[src/rtl/tty_pkg.sv]
// Shared constants and command/state encodings for the VGA text-terminal write path.
// The screen is 40x30 cells and is addressed linearly as row*40+col.
package tty_pkg;

    localparam int TTY_COLS = 40;
    localparam int TTY_ROWS = 30;
    localparam int TTY_AW   = 12;

    localparam logic [7:0] CH_CR  = 8'h0D;
    localparam logic [7:0] CH_BS  = 8'h08;
    localparam logic [7:0] CH_ESC = 8'h1B;

    localparam logic [1:0] ST_IDLE  = 2'd0;
    localparam logic [1:0] ST_WRITE = 2'd1;
    localparam logic [1:0] ST_CLEAR = 2'd2;

    typedef enum logic [2:0] {
        CUR_NONE    = 3'd0,
        CUR_INC     = 3'd1,
        CUR_NEWLINE = 3'd2,
        CUR_BACK    = 3'd3,
        CUR_HOME    = 3'd4
    } cur_cmd_e;

endpackage

[src/rtl/tty_write_ctrl_if.sv]
// CPU-bus byte strobe and VRAM write port of the terminal write controller.
// The controller side is the slave; the bus decode / bench side is the master.
interface tty_write_ctrl_if
    import tty_pkg::*;
#(
    parameter int AW = TTY_AW
);
    logic [7:0]    bus_data;
    logic          bus_wr;
    logic          busy;
    logic          ovf;
    logic          vram_we;
    logic [AW-1:0] vram_addr;
    logic [7:0]    vram_din;
    logic [AW-1:0] cur_addr;

    modport master (
        output bus_data, bus_wr,
        input  busy, ovf, vram_we, vram_addr, vram_din, cur_addr
    );

    modport slave (
        input  bus_data, bus_wr,
        output busy, ovf, vram_we, vram_addr, vram_din, cur_addr
    );
endinterface

[src/rtl/tty_cursor.sv]
// Cursor position (col,row) with inc/newline/back/home commands.
// Produces the live linear cell address and a registered copy for the blink overlay.
module tty_cursor
    import tty_pkg::*;
#(
    parameter int COLS = TTY_COLS,
    parameter int ROWS = TTY_ROWS,
    parameter int AW   = TTY_AW
) (
    input  logic          clk,
    input  logic          rst_n,
    input  cur_cmd_e      cmd,
    output logic [AW-1:0] lin_addr,
    output logic [AW-1:0] cur_addr,
    output logic          eos,
    output logic          last_row,
    output logic          at_home
);
    localparam int CW = $clog2(COLS);
    localparam int RW = $clog2(ROWS);

    logic [CW-1:0] col_r, col_n;
    logic [RW-1:0] row_r, row_n;
    logic [AW-1:0] cur_addr_r;
    logic [AW-1:0] row_ext_s;
    logic [AW-1:0] row_base_s;
    logic          last_col_s;

    assign last_col_s = (col_r == CW'(COLS - 1));
    assign last_row   = (row_r == RW'(ROWS - 1));
    assign eos        = last_col_s & last_row;
    assign at_home    = (col_r == {CW{1'b0}}) && (row_r == {RW{1'b0}});
    assign row_ext_s  = AW'(row_r);

    // row*40 as (row<<5)+(row<<3); other widths fall back to a multiply
    generate
        if (COLS == 40) begin : g_x40
            assign row_base_s = {row_ext_s[AW-6:0], 5'b0_0000} + {row_ext_s[AW-4:0], 3'b000};
        end else begin : g_gen
            assign row_base_s = row_ext_s * AW'(COLS);
        end
    endgenerate

    assign lin_addr = row_base_s + AW'(col_r);
    assign cur_addr = cur_addr_r;

    // Next cursor position; the last cell wraps to home, the clear sweep follows
    always_comb begin
        col_n = col_r;
        row_n = row_r;
        case (cmd)
            CUR_INC: begin
                if (last_col_s) begin
                    col_n = {CW{1'b0}};
                    row_n = last_row ? {RW{1'b0}} : row_r + 1'b1;
                end else begin
                    col_n = col_r + 1'b1;
                    row_n = row_r;
                end
            end
            CUR_NEWLINE: begin
                col_n = {CW{1'b0}};
                row_n = last_row ? {RW{1'b0}} : row_r + 1'b1;
            end
            CUR_BACK: begin
                if (col_r != {CW{1'b0}}) begin
                    col_n = col_r - 1'b1;
                    row_n = row_r;
                end else if (row_r != {RW{1'b0}}) begin
                    col_n = CW'(COLS - 1);
                    row_n = row_r - 1'b1;
                end else begin
                    col_n = col_r;
                    row_n = row_r;
                end
            end
            CUR_HOME: begin
                col_n = {CW{1'b0}};
                row_n = {RW{1'b0}};
            end
            default: begin
                col_n = col_r;
                row_n = row_r;
            end
        endcase
    end

    // Cursor registers; cur_addr trails the cursor by one cycle
    always_ff @(posedge clk) begin
        if (!rst_n) begin
            col_r      <= {CW{1'b0}};
            row_r      <= {RW{1'b0}};
            cur_addr_r <= {AW{1'b0}};
        end else begin
            col_r      <= col_n;
            row_r      <= row_n;
            cur_addr_r <= lin_addr;
        end
    end
endmodule

[src/rtl/tty_write_ctrl.sv]
// Sequences every write into the text VRAM: strobe edge detect, one-byte pending
// buffer, control-code decode, single-cycle writes and the full-screen clear sweep.
module tty_write_ctrl
    import tty_pkg::*;
#(
    parameter int COLS = TTY_COLS,
    parameter int ROWS = TTY_ROWS,
    parameter int AW   = TTY_AW
) (
    input  logic             clk_50mhz,
    input  logic             rst_n,
    tty_write_ctrl_if.slave  bus
);
    localparam logic [AW-1:0] LAST_CELL = AW'(COLS * ROWS - 1);
    localparam logic [AW-1:0] A_ZERO    = {AW{1'b0}};
    localparam logic [AW-1:0] A_ONE     = {{(AW-1){1'b0}}, 1'b1};

    logic          bus_wr_q_r;
    logic          event_s;
    logic [1:0]    state_r, state_n;
    logic [AW-1:0] clr_cnt_r, clr_cnt_n;
    logic          clr_after_r, clr_after_n;
    logic          pend_valid_r, pend_valid_n;
    logic [7:0]    pend_data_r, pend_data_n;
    logic          consume_s;
    logic          drop_s;
    logic          ovf_r;
    logic          dec_go_s;
    logic [7:0]    dec_byte_s;
    cur_cmd_e      cmd_s;
    logic [AW-1:0] wr_addr_s;
    logic [7:0]    wr_din_s;
    logic          vram_we_r, vram_we_n;
    logic [AW-1:0] vram_addr_r, vram_addr_n;
    logic [7:0]    vram_din_r, vram_din_n;
    logic          busy_r, busy_n;
    logic [AW-1:0] lin_addr_s;
    logic [AW-1:0] cur_addr_s;
    logic          eos_s, last_row_s, at_home_s;

    tty_cursor #(
        .COLS (COLS),
        .ROWS (ROWS),
        .AW   (AW)
    ) u_cursor (
        .clk      (clk_50mhz),
        .rst_n    (rst_n),
        .cmd      (cmd_s),
        .lin_addr (lin_addr_s),
        .cur_addr (cur_addr_s),
        .eos      (eos_s),
        .last_row (last_row_s),
        .at_home  (at_home_s)
    );

    assign event_s   = bus.bus_wr & ~bus_wr_q_r;
    assign consume_s = (state_r == ST_IDLE) && pend_valid_r;

    // Pending buffer: refilled in the same cycle its held byte is decoded
    always_comb begin
        pend_valid_n = pend_valid_r;
        pend_data_n  = pend_data_r;
        drop_s       = 1'b0;
        if (event_s) begin
            if ((state_r == ST_IDLE) && !pend_valid_r) begin
                pend_valid_n = 1'b0;
            end else if (consume_s || !pend_valid_r) begin
                pend_valid_n = 1'b1;
                pend_data_n  = bus.bus_data;
            end else begin
                drop_s = 1'b1;
            end
        end else begin
            pend_valid_n = pend_valid_r & ~consume_s;
        end
    end

    // Byte to decode this cycle: a held byte always goes ahead of a fresh strobe
    always_comb begin
        if (consume_s) begin
            dec_go_s   = 1'b1;
            dec_byte_s = pend_data_r;
        end else if ((state_r == ST_IDLE) && event_s) begin
            dec_go_s   = 1'b1;
            dec_byte_s = bus.bus_data;
        end else begin
            dec_go_s   = 1'b0;
            dec_byte_s = 8'h00;
        end
    end

    // Next-state decode; backspace target is simply the linear address minus one
    always_comb begin
        state_n     = state_r;
        cmd_s       = CUR_NONE;
        wr_addr_s   = lin_addr_s;
        wr_din_s    = 8'h00;
        clr_after_n = clr_after_r;
        case (state_r)
            ST_IDLE: begin
                if (dec_go_s) begin
                    case (dec_byte_s)
                        CH_CR: begin
                            cmd_s   = CUR_NEWLINE;
                            state_n = last_row_s ? ST_CLEAR : ST_IDLE;
                        end
                        CH_BS: begin
                            if (at_home_s) begin
                                state_n = ST_IDLE;
                            end else begin
                                cmd_s     = CUR_BACK;
                                state_n   = ST_WRITE;
                                wr_addr_s = lin_addr_s - A_ONE;
                            end
                        end
                        CH_ESC: begin
                            state_n = ST_CLEAR;
                        end
                        default: begin
                            cmd_s       = CUR_INC;
                            state_n     = ST_WRITE;
                            wr_din_s    = dec_byte_s;
                            clr_after_n = eos_s;
                        end
                    endcase
                end else begin
                    state_n = ST_IDLE;
                end
            end
            ST_WRITE: begin
                state_n     = clr_after_r ? ST_CLEAR : ST_IDLE;
                clr_after_n = 1'b0;
            end
            ST_CLEAR: begin
                if (clr_cnt_r == LAST_CELL) begin
                    state_n = ST_IDLE;
                    cmd_s   = CUR_HOME;
                end else begin
                    state_n = ST_CLEAR;
                end
            end
            default: begin
                state_n     = ST_IDLE;
                clr_after_n = 1'b0;
            end
        endcase
    end

    // Next values of the registered VRAM port, aligned with the state they belong to
    always_comb begin
        clr_cnt_n = ((state_r == ST_CLEAR) && (state_n == ST_CLEAR)) ? clr_cnt_r + A_ONE : A_ZERO;
        if (state_n == ST_CLEAR) begin
            vram_we_n   = 1'b1;
            vram_addr_n = clr_cnt_n;
            vram_din_n  = 8'h00;
        end else if (state_n == ST_WRITE) begin
            vram_we_n   = 1'b1;
            vram_addr_n = wr_addr_s;
            vram_din_n  = wr_din_s;
        end else begin
            vram_we_n   = 1'b0;
            vram_addr_n = vram_addr_r;
            vram_din_n  = vram_din_r;
        end
        busy_n = !((state_n == ST_IDLE) && !pend_valid_n);
    end

    // FSM state register with clear-sweep counter
    always_ff @(posedge clk_50mhz) begin
        if (!rst_n) begin
            state_r     <= ST_IDLE;
            clr_cnt_r   <= A_ZERO;
            clr_after_r <= 1'b0;
        end else begin
            state_r     <= state_n;
            clr_cnt_r   <= clr_cnt_n;
            clr_after_r <= clr_after_n;
        end
    end

    // Strobe history, pending buffer and sticky overflow
    always_ff @(posedge clk_50mhz) begin
        if (!rst_n) begin
            bus_wr_q_r   <= 1'b0;
            pend_valid_r <= 1'b0;
            pend_data_r  <= 8'h00;
            ovf_r        <= 1'b0;
        end else begin
            bus_wr_q_r   <= bus.bus_wr;
            pend_valid_r <= pend_valid_n;
            pend_data_r  <= pend_data_n;
            ovf_r        <= ovf_r | drop_s;
        end
    end

    // Registered VRAM port and busy flag
    always_ff @(posedge clk_50mhz) begin
        if (!rst_n) begin
            vram_we_r   <= 1'b0;
            vram_addr_r <= A_ZERO;
            vram_din_r  <= 8'h00;
            busy_r      <= 1'b0;
        end else begin
            vram_we_r   <= vram_we_n;
            vram_addr_r <= vram_addr_n;
            vram_din_r  <= vram_din_n;
            busy_r      <= busy_n;
        end
    end

    assign bus.vram_we   = vram_we_r;
    assign bus.vram_addr = vram_addr_r;
    assign bus.vram_din  = vram_din_r;
    assign bus.busy      = busy_r;
    assign bus.ovf       = ovf_r;
    assign bus.cur_addr  = cur_addr_s;
endmodule

[src/flat_wrapper.sv]
// flat-port wrapper written by rule: the top's interface ports become plain ports
module tty_write_ctrl_flat import tty_pkg::*;
#(
    parameter int COLS = TTY_COLS,
    parameter int ROWS = TTY_ROWS,
    parameter int AW   = TTY_AW
)
  (clk_50mhz, rst_n, bus_bus_data, bus_bus_wr, bus_busy, bus_ovf, bus_vram_we, bus_vram_addr, bus_vram_din, bus_cur_addr);
  tty_write_ctrl_if #(.AW(AW)) bus_i ();
  input  logic clk_50mhz;
  input  logic rst_n;
  input wire logic [$bits(bus_i.bus_data)-1:0] bus_bus_data;
  input wire logic [$bits(bus_i.bus_wr)-1:0] bus_bus_wr;
  output wire logic [$bits(bus_i.busy)-1:0] bus_busy;
  output wire logic [$bits(bus_i.ovf)-1:0] bus_ovf;
  output wire logic [$bits(bus_i.vram_we)-1:0] bus_vram_we;
  output wire logic [$bits(bus_i.vram_addr)-1:0] bus_vram_addr;
  output wire logic [$bits(bus_i.vram_din)-1:0] bus_vram_din;
  output wire logic [$bits(bus_i.cur_addr)-1:0] bus_cur_addr;
  assign bus_i.bus_data = bus_bus_data;
  assign bus_i.bus_wr = bus_bus_wr;
  assign bus_busy = bus_i.busy;
  assign bus_ovf = bus_i.ovf;
  assign bus_vram_we = bus_i.vram_we;
  assign bus_vram_addr = bus_i.vram_addr;
  assign bus_vram_din = bus_i.vram_din;
  assign bus_cur_addr = bus_i.cur_addr;
  tty_write_ctrl #(.COLS(COLS), .ROWS(ROWS), .AW(AW)) u_core (.clk_50mhz(clk_50mhz), .rst_n(rst_n), .bus(bus_i));
endmodule
[config.mk]
export PLATFORM = sky130hd
export DESIGN_NAME = tty_write_ctrl_flat
export DESIGN_NICKNAME = d
export VERILOG_FILES = /design/src/rtl/tty_pkg.sv /design/src/rtl/tty_write_ctrl_if.sv /design/src/rtl/tty_cursor.sv /design/src/rtl/tty_write_ctrl.sv /design/src/flat_wrapper.sv
export SDC_FILE = /design/constraint.sdc
export NUM_CORES = 1
export LEC_CHECK = 0
export BUFFER_PORTS_ARGS = -buffer_cell sky130_fd_sc_hd__buf_2
export CORE_MARGIN = 3
export CORE_UTILIZATION = 40
export CTS_BUF_LIST = sky130_fd_sc_hd__clkbuf_8 sky130_fd_sc_hd__clkbuf_16
export CTS_CLUSTER_DIAMETER = 150
export DETAILED_ROUTE_END_ITERATION = 7
export GPL_ROUTABILITY_DRIVEN = 0
export PLACE_DENSITY = 0.57
export SLEW_MARGIN = 20
export SYNTH_ARGS = -nofsm -noshare
export SYNTH_HDL_FRONTEND = slang
export SYNTH_HIERARCHICAL = 1
export SYNTH_SLANG_ARGS = --single-unit
[constraint.sdc]
create_clock -name clk_50mhz -period 6.1 [get_ports clk_50mhz]
set_clock_uncertainty 0.1 [all_clocks]
set_input_delay 0.61 -clock clk_50mhz [delete_from_list [all_inputs] [get_ports clk_50mhz]]
set_output_delay 0.61 -clock clk_50mhz [all_outputs]
set_load 0.02 [all_outputs]
==> results.json, run 1 <==
{
  "setup_viol": 0,
  "multi_input_area_um2": 2650,
  "vdd.ir_drop.worst_mv": 0.103,
  "utilization_pct": 45.8,
  "clockPowerShare_pct": 40.0,
  "drive_gt1_share_pct": 16.1,
  "viasPerCell": 5.50,
  "cts_tree": "yes",
  "antennaDiodeCount": 0,
  "grt_first_pass_wirelength_um": 17400,
  "cts_made_buffers": 9,
  "synth-edff-count": 0,
  "coreArea_um2": 10400,
  "clk_pin_slew_ns": 0.08,
  "fmax_mhz": 221,
  "slowest_delay_ns": 0.60,
  "routed-via-count": 3747,
  "power_density_nw_per_um2": 221,
  "insertion_delay_ns": 0.35,
  "postRouteWirelength_um": 10400,
  "grt_max_degree": 31,
  "cp-end-kind": "flop",
  "crit_chain": "inv_1 > ha_1 > or3b_4 > nor3_4 > and2_1 > a311o_1 > nor3_2 > and2_1 > o21bai_1 > inv_1 > ha_1 > o21ai_0 > or4_1 > o211ai_2",
  "period_share_pct": 74.3,
  "ys.flop_type": "dfxtp_1",
  "syn-instance-count": 511,
  "drc": 0,
  "grt_pass1_vias": 3515,
  "fillers": 1054,
  "chipWidth_um": 110,
  "clock_path_buffers": 2,
  "max_slew_margin_pct": 31.7,
  "row_count": 37,
  "place_ws_ns": 1.62,
  "track_usage_pct": 18.5,
  "antenna_found_initial": 0,
  "seqPwrFrac_pct": 46.1,
  "switching_share_pct": 28.0,
  "floorplan.initialDensity_pct": 41.4,
  "ys_seq_area_share_pct": 32.7,
  "rsz0062_at_grt": "false",
  "synth_top_area_share_pct": 32.7,
  "status": "finished, final reports clean",
  "leakage_nw": 1.95,
  "post_cts_buffers": 0,
  "fin_crit_ns": 4.53,
  "final_common_cell": "dfxtp_1",
  "yosys-top-cells-area": "dfxtp_1 33%, ha_1 5.8%, nor2_1 5.2%",
  "ctsResizeCount": 0,
  "slew_violations": 0,
  "fp.dieH_um": 110,
  "cp.arrival_ns": 4.71,
  "start_kind": "flop",
  "cts_hold_buf": 0,
  "nets": 573,
  "hp-class": "reg2reg",
  "hold_violations": 0,
  "globalRouteOverflowTotal": 0,
  "path_class": "reg2reg",
  "port_buffers": 44,
  "antenna_left": 0,
  "layout_common_cells": "70 x dfxtp_1, 59 x nor2_1, 44 x buf_2",
  "ys_types": 77,
  "clockRootBuffer": "clkbuf_8",
  "htree_levels": 3,
  "ios": 46,
  "drt_iter0_drc": 209,
  "dp_hpwl_um": 7860,
  "drt-pass1-iter-count": 5,
  "synth_largest_area_cell": "dfxtp_1",
  "slowest_stage": "ha_1",
  "cts_sinks": 70,
  "tightest_slew_ns": 1.02,
  "worst_slack_ns": 1.57,
  "drv_cap": 0,
  "p_int_mw": 0.756,
  "synth-warning-count": 6,
  "wl_per_cell_um": 15.3,
  "worstPathMaxFanout": 17,
  "syn_avg_cell_area_um2": 8.40,
  "syn_area_um2": 4290,
  "final.setup.tns_ns": 0,
  "ys_seq_elements": 70,
  "p_sw_mw": 0.294,
  "area_growth_pct": 10.7,
  "crit_required_ns": 6.28,
  "synthArstFlopShare_pct": 0,
  "die_area_um2": 12000,
  "p_comb_share_pct": 13.9,
  "regArea_um2": 1400
}
## layer usage
layer	part of all wire, %	GRT usage (%)	vias to the layer above
met5	0	0	-
met4	1.7	6.68	0
met3	3.4	3.64	13
met2	47	29.7	64
met1	47	24.7	1778
li1	-	-	1892
## flip-flops by register name (all words and copies together), names as in the netlist, 2 cells and up
signal and flops:
u_core/bus.vram_din 8, u_core/clr_cnt_r 12, u_core/pend_data_r 8, u_core/bus.vram_addr 12, u_core/u_cursor/row_r 5, u_core/u_cursor/cur_addr 11, u_core/u_cursor/col_r 6, u_core/state_r 2
## power groups by stage
stage / Clock, mW / Combinational, mW / Sequential (mW)
global placement: 0 / 0.143 / 0.495
global route: 0.452 / 0.162 / 0.486
detailed placement: 0 / 0.145 / 0.495
finish: 0.420 / 0.146 / 0.484
floorplan: 0 / 0.105 / 0.501
CTS: 0.433 / 0.145 / 0.484
## critical path: cells and delay by family (launching register included)
kind / cells / cell delay [ns]
AO/OA/AOI/OAI: 4 / 0.95
adder cells (fa/ha/maj): 2 / 0.86
buffers and inverters: 2 / 0.25
flip-flops: 1 / 0.59
AND/OR/NAND/NOR: 6 / 1.72
## synthesized netlist by cell type (5+ instances only)
| cell | instances |
|---|---|
| and2_1 | 16 |
| o21a_1 | 5 |
| nand2b_1 | 11 |
| nor3_1 | 17 |
| nand3_1 | 17 |
| ha_1 | 20 |
| o22ai_1 | 5 |
| inv_1 | 20 |
| buf_4 | 6 |
| dfxtp_1 | 70 |
| clkbuf_1 | 13 |
| nor2_1 | 59 |
| nor3b_1 | 9 |
| xor2_1 | 9 |
| o21ai_0 | 27 |
| mux2i_1 | 12 |
| nor2b_1 | 7 |
| nand4_1 | 9 |
| buf_2 | 5 |
| a21oi_1 | 30 |
| a31oi_1 | 6 |
| xnor2_1 | 13 |
| nand2_1 | 34 |
## path summary, 6_finish.rpt
check	cells past startpoint	endpoint	start	slack [ns]
setup reg to reg	14	u_core/bus.vram_addr[9]$_SDFFE_PN0P_	u_core/u_cursor/col_r[0]$_SDFFE_PN0P_	1.57
hold reg to reg	2	u_core/bus.vram_din[4]$_SDFFE_PP0N_	u_core/bus.vram_din[4]$_SDFFE_PP0N_	0.37
hold / removal	2	u_core/bus.vram_din[4]$_SDFFE_PP0N_	u_core/bus.vram_din[4]$_SDFFE_PP0N_	0.37
setup / recovery	14	u_core/bus.vram_addr[9]$_SDFFE_PN0P_	u_core/u_cursor/col_r[0]$_SDFFE_PN0P_	1.57
## area by class of cell
| type | count | share of cell area (%) |
|---|---|---|
| clock inverter | 7 | 2.05 |
| sequential | 70 | 29.5 |
| tap | 136 | 3.58 |
| clock buffer | 9 | 2.61 |
| multi-input combinational | 393 | 55.8 |
| timing repair buffer | 45 | 4.79 |
| inverter | 21 | 1.66 |
## stage by stage
stage	power (mW)	hold WS [ns]	area [um2]	instances
final	1.05	0.369	4750	681
after global routing	1.10	0.390	4750	681
after CTS	1.06	0.372	4750	681
after detailed placement	0.640	0.358	4530	665
after global placement	0.638	0.354	4530	665
after floorplan	0.606	0.342	4300	512
## cell families after synthesis
group | Yosys count | share of synthesized area, %
AOI/OAI and AO/OA | 126 | 21.3
xor gates and xnor gates | 22 | 4.49
adders and majority gates | 22 | 6.76
buffers and inverters | 49 | 5.66
DFF | 70 | 32.7
muxes | 13 | 3.06
other | 1 | 0.0874
and+or+nand+nor | 208 | 26.0
No activity file was read; power rests on OpenSTA's default activity.
==> run 2: changes to the inputs <==
clock period = 4.2 ns   (was 6.1 ns; I/O delays follow)
==> run 2 against run 1 <==
Compared with the run above:
- highest routed layer unchanged
- worst hold slack worse by 0.16 ns
- die area unchanged
- first-iteration DRC count down 9.1%
- non-clock buffer count up 12
- maximum frequency up 21%
- clock power up 26%
- count of clock-buffer cells in the layout unchanged
- critical path type unchanged
- final cell count up 1.8%
- global-route usage down 0.17 points
- power up 39%
- largest cell class unchanged
==> results.json, run 2 (synthesized netlist as in run 1, its figures left out) <==
{
  "rrSetupSlack_ns": 0.47,
  "htree_levels": 3,
  "drv_cap": 0,
  "fmax_mhz": 268,
  "status": "finished, final reports clean",
  "clk_pin_slew_ns": 0.07,
  "fp.dieH_um": 110,
  "post_cts_buffers": 0,
  "grt_max_degree": 30,
  "antennaDiodeCount": 0,
  "power_density_nw_per_um2": 303,
  "fillers": 1076,
  "vdd.ir_drop.worst_mv": 0.144,
  "drive_gt1_share_pct": 18.0,
  "postRouteWirelength_um": 10600,
  "slew_violations": 0,
  "insertion_delay_ns": 0.35,
  "worstPathMaxFanout": 20,
  "clock_path_buffers": 2,
  "wl_per_cell_um": 15.2,
  "period_share_pct": 88.9,
  "track_usage_pct": 18.3,
  "row_count": 37,
  "routed-via-count": 3782,
  "tightest_slew_ns": 0.776,
  "die_area_um2": 12000,
  "cts_made_buffers": 9,
  "grt_pass1_vias": 3573,
  "port_buffers": 44,
  "clockRootBuffer": "clkbuf_8",
  "antenna_left": 0,
  "dp_hpwl_um": 7980,
  "drt-pass1-iter-count": 4,
  "hp-class": "in2reg",
  "final.setup.tns_ns": 0,
  "nets": 585,
  "globalRouteOverflowTotal": 0,
  "cp.arrival_ns": 3.89,
  "setup_viol": 0,
  "leakage_nw": 2.01,
  "antenna_found_initial": 0,
  "area_growth_pct": 12.2,
  "whs_ns": 0.207,
  "floorplan.initialDensity_pct": 41.4,
  "fin_crit_ns": 3.73,
  "chipWidth_um": 110,
  "layout_common_cells": "70 x dfxtp_1, 59 x nor2_1, 44 x buf_2",
  "viasPerCell": 5.46,
  "start_kind": "flop",
  "path_class": "reg2reg",
  "coreArea_um2": 10400,
  "final_common_cell": "dfxtp_1",
  "utilization_pct": 46.4,
  "hold_violations": 0,
  "ios": 46,
  "drc": 0,
  "cts_hold_buf": 0,
  "cp-end-kind": "flop",
  "cts_sinks": 70,
  "grt_first_pass_wirelength_um": 17400,
  "crit_required_ns": 4.36,
  "cts_tree": "yes",
  "max_slew_margin_pct": 48.1,
  "drt_iter0_drc": 190,
  "rsz0062_at_grt": "false"
}
-- run 2: cell count changes in the layout (fill, tap and decap cells not counted), sizes merged --
| cell | before | now |
|---|---|---|
| buf | 45 | 57 |
| clkinv | 3 | 6 |
| bufinv | 2 | 1 |
| clkinvlp | 2 | 0 |
-- run 2: timing repair --
action | CTS | global route
endpoints found under the hold margin | 0 | 0
resized for setup | 0 | 1
endpoints found under the setup margin | 0 | 2
-- run 2: critical path: stages, from the launching register on --
cell	delay [ns]
dfxtp_1	0.71
nor3b_1	0.11
buf_4	0.20
a21bo_2	0.26
o21ai_1	0.39
a22oi_1	0.16
nor2b_1	0.43
nor2_1	0.11
xor2_1	0.17
a41oi_2	0.57
a21oi_1	0.16
a311oi_2	0.27
-- run 2: routing by layer --
metal / global-route usage (%) / up-vias / share of wire (%)
met5: 0 / - / 0
met4: 7.12 / 0 / 1.8
met3: 3.70 / 15 / 4.9
met2: 30.1 / 79 / 48
met1: 23.6 / 1779 / 46
li1: - / 1909 / -
-- run 2: worst paths after layout --
path / from / cells past startpoint / endpoint
hold / removal: bus_bus_wr / 2 / u_core/bus_wr_q_r$_SDFF_PN0_
setup / recovery: u_core/pend_valid_r$_SDFF_PN0_ / 11 / u_core/u_cursor/col_r[2]$_SDFFE_PN0P_
setup reg to reg: u_core/pend_valid_r$_SDFF_PN0_ / 11 / u_core/u_cursor/col_r[2]$_SDFFE_PN0P_
hold reg to reg: u_core/bus.vram_din[0]$_SDFFE_PP0N_ / 2 / u_core/bus.vram_din[0]$_SDFFE_PP0N_
-- run 2: final cells by class --
cell class | count | area [um2] | share of cell area [%]
clock inverter | 7 | 66.3 | 1.38
tap | 136 | 170 | 3.54
inverter | 21 | 78.8 | 1.64
timing repair buffer | 57 | 318 | 6.60
clock buffer | 9 | 124 | 2.57
sequential | 70 | 1400 | 29.1
multi-input combinational | 393 | 2660 | 55.2
-- run 2: through the flow --
stage          instances  area (um2)  setup slack (ns)  total power [mW]
3_5_place_dp         677        4620             0.387             0.942
4_1_cts              693        4810             0.358              1.48
5_1_grt              693        4810            0.0498              1.53
2_1_floorplan        512        4300             0.549             0.880
6_report             693        4810             0.468              1.46
3_3_place_gp         677        4620             0.515             0.941
-- run 2: power breakdown --
group	internal, mW	leakage [nW]	switching (mW)
logic	0.0873	1.34	0.144
clock network	0.271	0.104	0.260
registers	0.684	0.568	0.0130
total	1.04	2.01	0.417
==> run 3: changes to the inputs <==
CORE_UTILIZATION = 55   (was 40)
PLACE_DENSITY = 0.74   (was 0.57)
==> run 3 against run 2 <==
Compared with the run above:
- setup slack lost 0.16 ns
- critical path depth grew 2
- register-to-register slack lost 0.16 ns
- die area shrank 26%
==> results.json, run 3 (synthesized netlist as in run 1, its figures left out) <==
{
  "fin_crit_ns": 3.90,
  "coreArea_um2": 7410,
  "grt_first_pass_wirelength_um": 17500,
  "antenna_left": 0,
  "crit_top_cell": "a311oi_2",
  "antenna_found_initial": 0,
  "drc": 0,
  "row_count": 31,
  "insertion_delay_ns": 0.34,
  "whs_ns": 0.218,
  "slowest_stage": "a41oi_2",
  "drv_cap": 0,
  "antennaDiodeCount": 0,
  "cts_tree": "yes",
  "dp_hpwl_um": 7690,
  "postRouteWirelength_um": 10400,
  "crit_chain": "inv_1 > ha_1 > or3b_4 > nor3_4 > and2_1 > a311oi_2 > a22oi_1 > nor2b_1 > nor2_1 > xor2_1 > a41oi_2 > a21oi_1 > a311oi_2",
  "floorplan.initialDensity_pct": 57.9,
  "die_area_um2": 8900,
  "slew_violations": 0,
  "nets": 587,
  "period_share_pct": 92.7,
  "grt_max_degree": 31,
  "setup_viol": 0,
  "layout_common_cells": "70 x dfxtp_1, 59 x nor2_1, 44 x buf_2",
  "worst_slack_ns": 0.305,
  "rrSetupSlack_ns": 0.30,
  "path_class": "reg2reg",
  "worstPathMaxFanout": 12,
  "hp-class": "in2reg",
  "track_usage_pct": 24.3,
  "tightest_slew_ns": 0.820,
  "htree_levels": 3,
  "place_ws_ns": 0.223,
  "max_slew_margin_pct": 45.2,
  "globalRouteOverflowTotal": 0,
  "drt_iter0_drc": 190,
  "area_growth_pct": 11.5,
  "grt_pass1_vias": 3706,
  "viasPerCell": 5.94,
  "clock_path_buffers": 2,
  "chipWidth_um": 94.3,
  "drt-pass1-iter-count": 5,
  "slowest_delay_ns": 0.57,
  "final_common_cell": "dfxtp_1",
  "cp-end-kind": "flop",
  "utilization_pct": 64.6,
  "drive_gt1_share_pct": 18.4,
  "fmax_mhz": 257,
  "fp.dieH_um": 94.3,
  "cts_sinks": 70,
  "power_density_nw_per_um2": 305,
  "final_cell_area_um2": 4780,
  "cp.arrival_ns": 4.04,
  "hold_violations": 0,
  "routed-via-count": 3908,
  "cts_made_buffers": 9,
  "clockRootBuffer": "clkbuf_8",
  "status": "finished, final reports clean",
  "ios": 46,
  "crit_required_ns": 4.35,
  "start_kind": "flop",
  "leakage_nw": 2.01,
  "vdd.ir_drop.worst_mv": 0.165,
  "dpl_cell_area_um2": 4560,
  "wl_per_cell_um": 15.8,
  "port_buffers": 44,
  "clk_pin_slew_ns": 0.07
}
[run 3: path summary, 6_finish.rpt]
path	endpoint	depth (start not counted)	from
setup / recovery	u_core/u_cursor/col_r[2]$_SDFFE_PN0P_	13	u_core/u_cursor/col_r[1]$_SDFFE_PN0P_
hold / removal	u_core/bus_wr_q_r$_SDFF_PN0_	2	bus_bus_wr
setup reg to reg	u_core/u_cursor/col_r[2]$_SDFFE_PN0P_	13	u_core/u_cursor/col_r[1]$_SDFFE_PN0P_
hold reg to reg	u_core/u_cursor/cur_addr[0]$_SDFF_PN0_	2	u_core/u_cursor/col_r[0]$_SDFFE_PN0P_
[run 3: layout make-up]
type / instances / area, um2
Clock buffer: 9 / 124
Clock inverter: 7 / 66.3
Fill cell: 654 / 2620
Inverter: 21 / 78.8
Multi-Input combinational cell: 393 / 2660
Sequential cell: 70 / 1400
Tap cell: 99 / 124
Timing Repair Buffer: 59 / 333
[run 3: per-stage QoR]
stage,cells,setup TNS (ns),power (mW)
4_1_cts,654,0,1.48
3_3_place_gp,638,0,0.933
2_1_floorplan,512,0,0.880
6_report,658,0,1.46
5_1_grt,658,-0.0111,1.53
3_5_place_dp,638,0,0.939
[run 3: timing repair]
action	in CTS	in global routing
gates resized for setup	0	2
setup endpoints to repair	0	10
hold buffers	0	0
setup buffers	0	4
[run 3: per-layer routing]
layer	GRT usage [%]	wire length (um)	vias up	part of all wire, %
met5	0	0	-	0
met4	8.90	114	0	1.1
met3	4.30	547	12	5.3
met2	40.7	5120	129	49
met1	31.4	4630	1847	44
li1	-	-	1920	-
[run 3: power by group]
group | leakage (nW) | switching [mW] | total (mW) | internal (mW)
clock | 0.104 | 0.260 | 0.532 | 0.271
sequential | 0.568 | 0.0151 | 0.699 | 0.683
combinational | 1.34 | 0.143 | 0.229 | 0.0860
total | 2.01 | 0.419 | 1.46 | 1.04
[run 3: worst max-delay path, delay by kind of cell, from the launching register on]
family / cells / cell delay, ns
AND/OR/NAND/NOR: 5 / 1.07
buffers and inverters: 1 / 0.11
XOR/XNOR: 1 / 0.17
AO/OA/AOI/OAI: 5 / 1.62
flip-flops: 1 / 0.51
adder cells (fa/ha/maj): 1 / 0.23
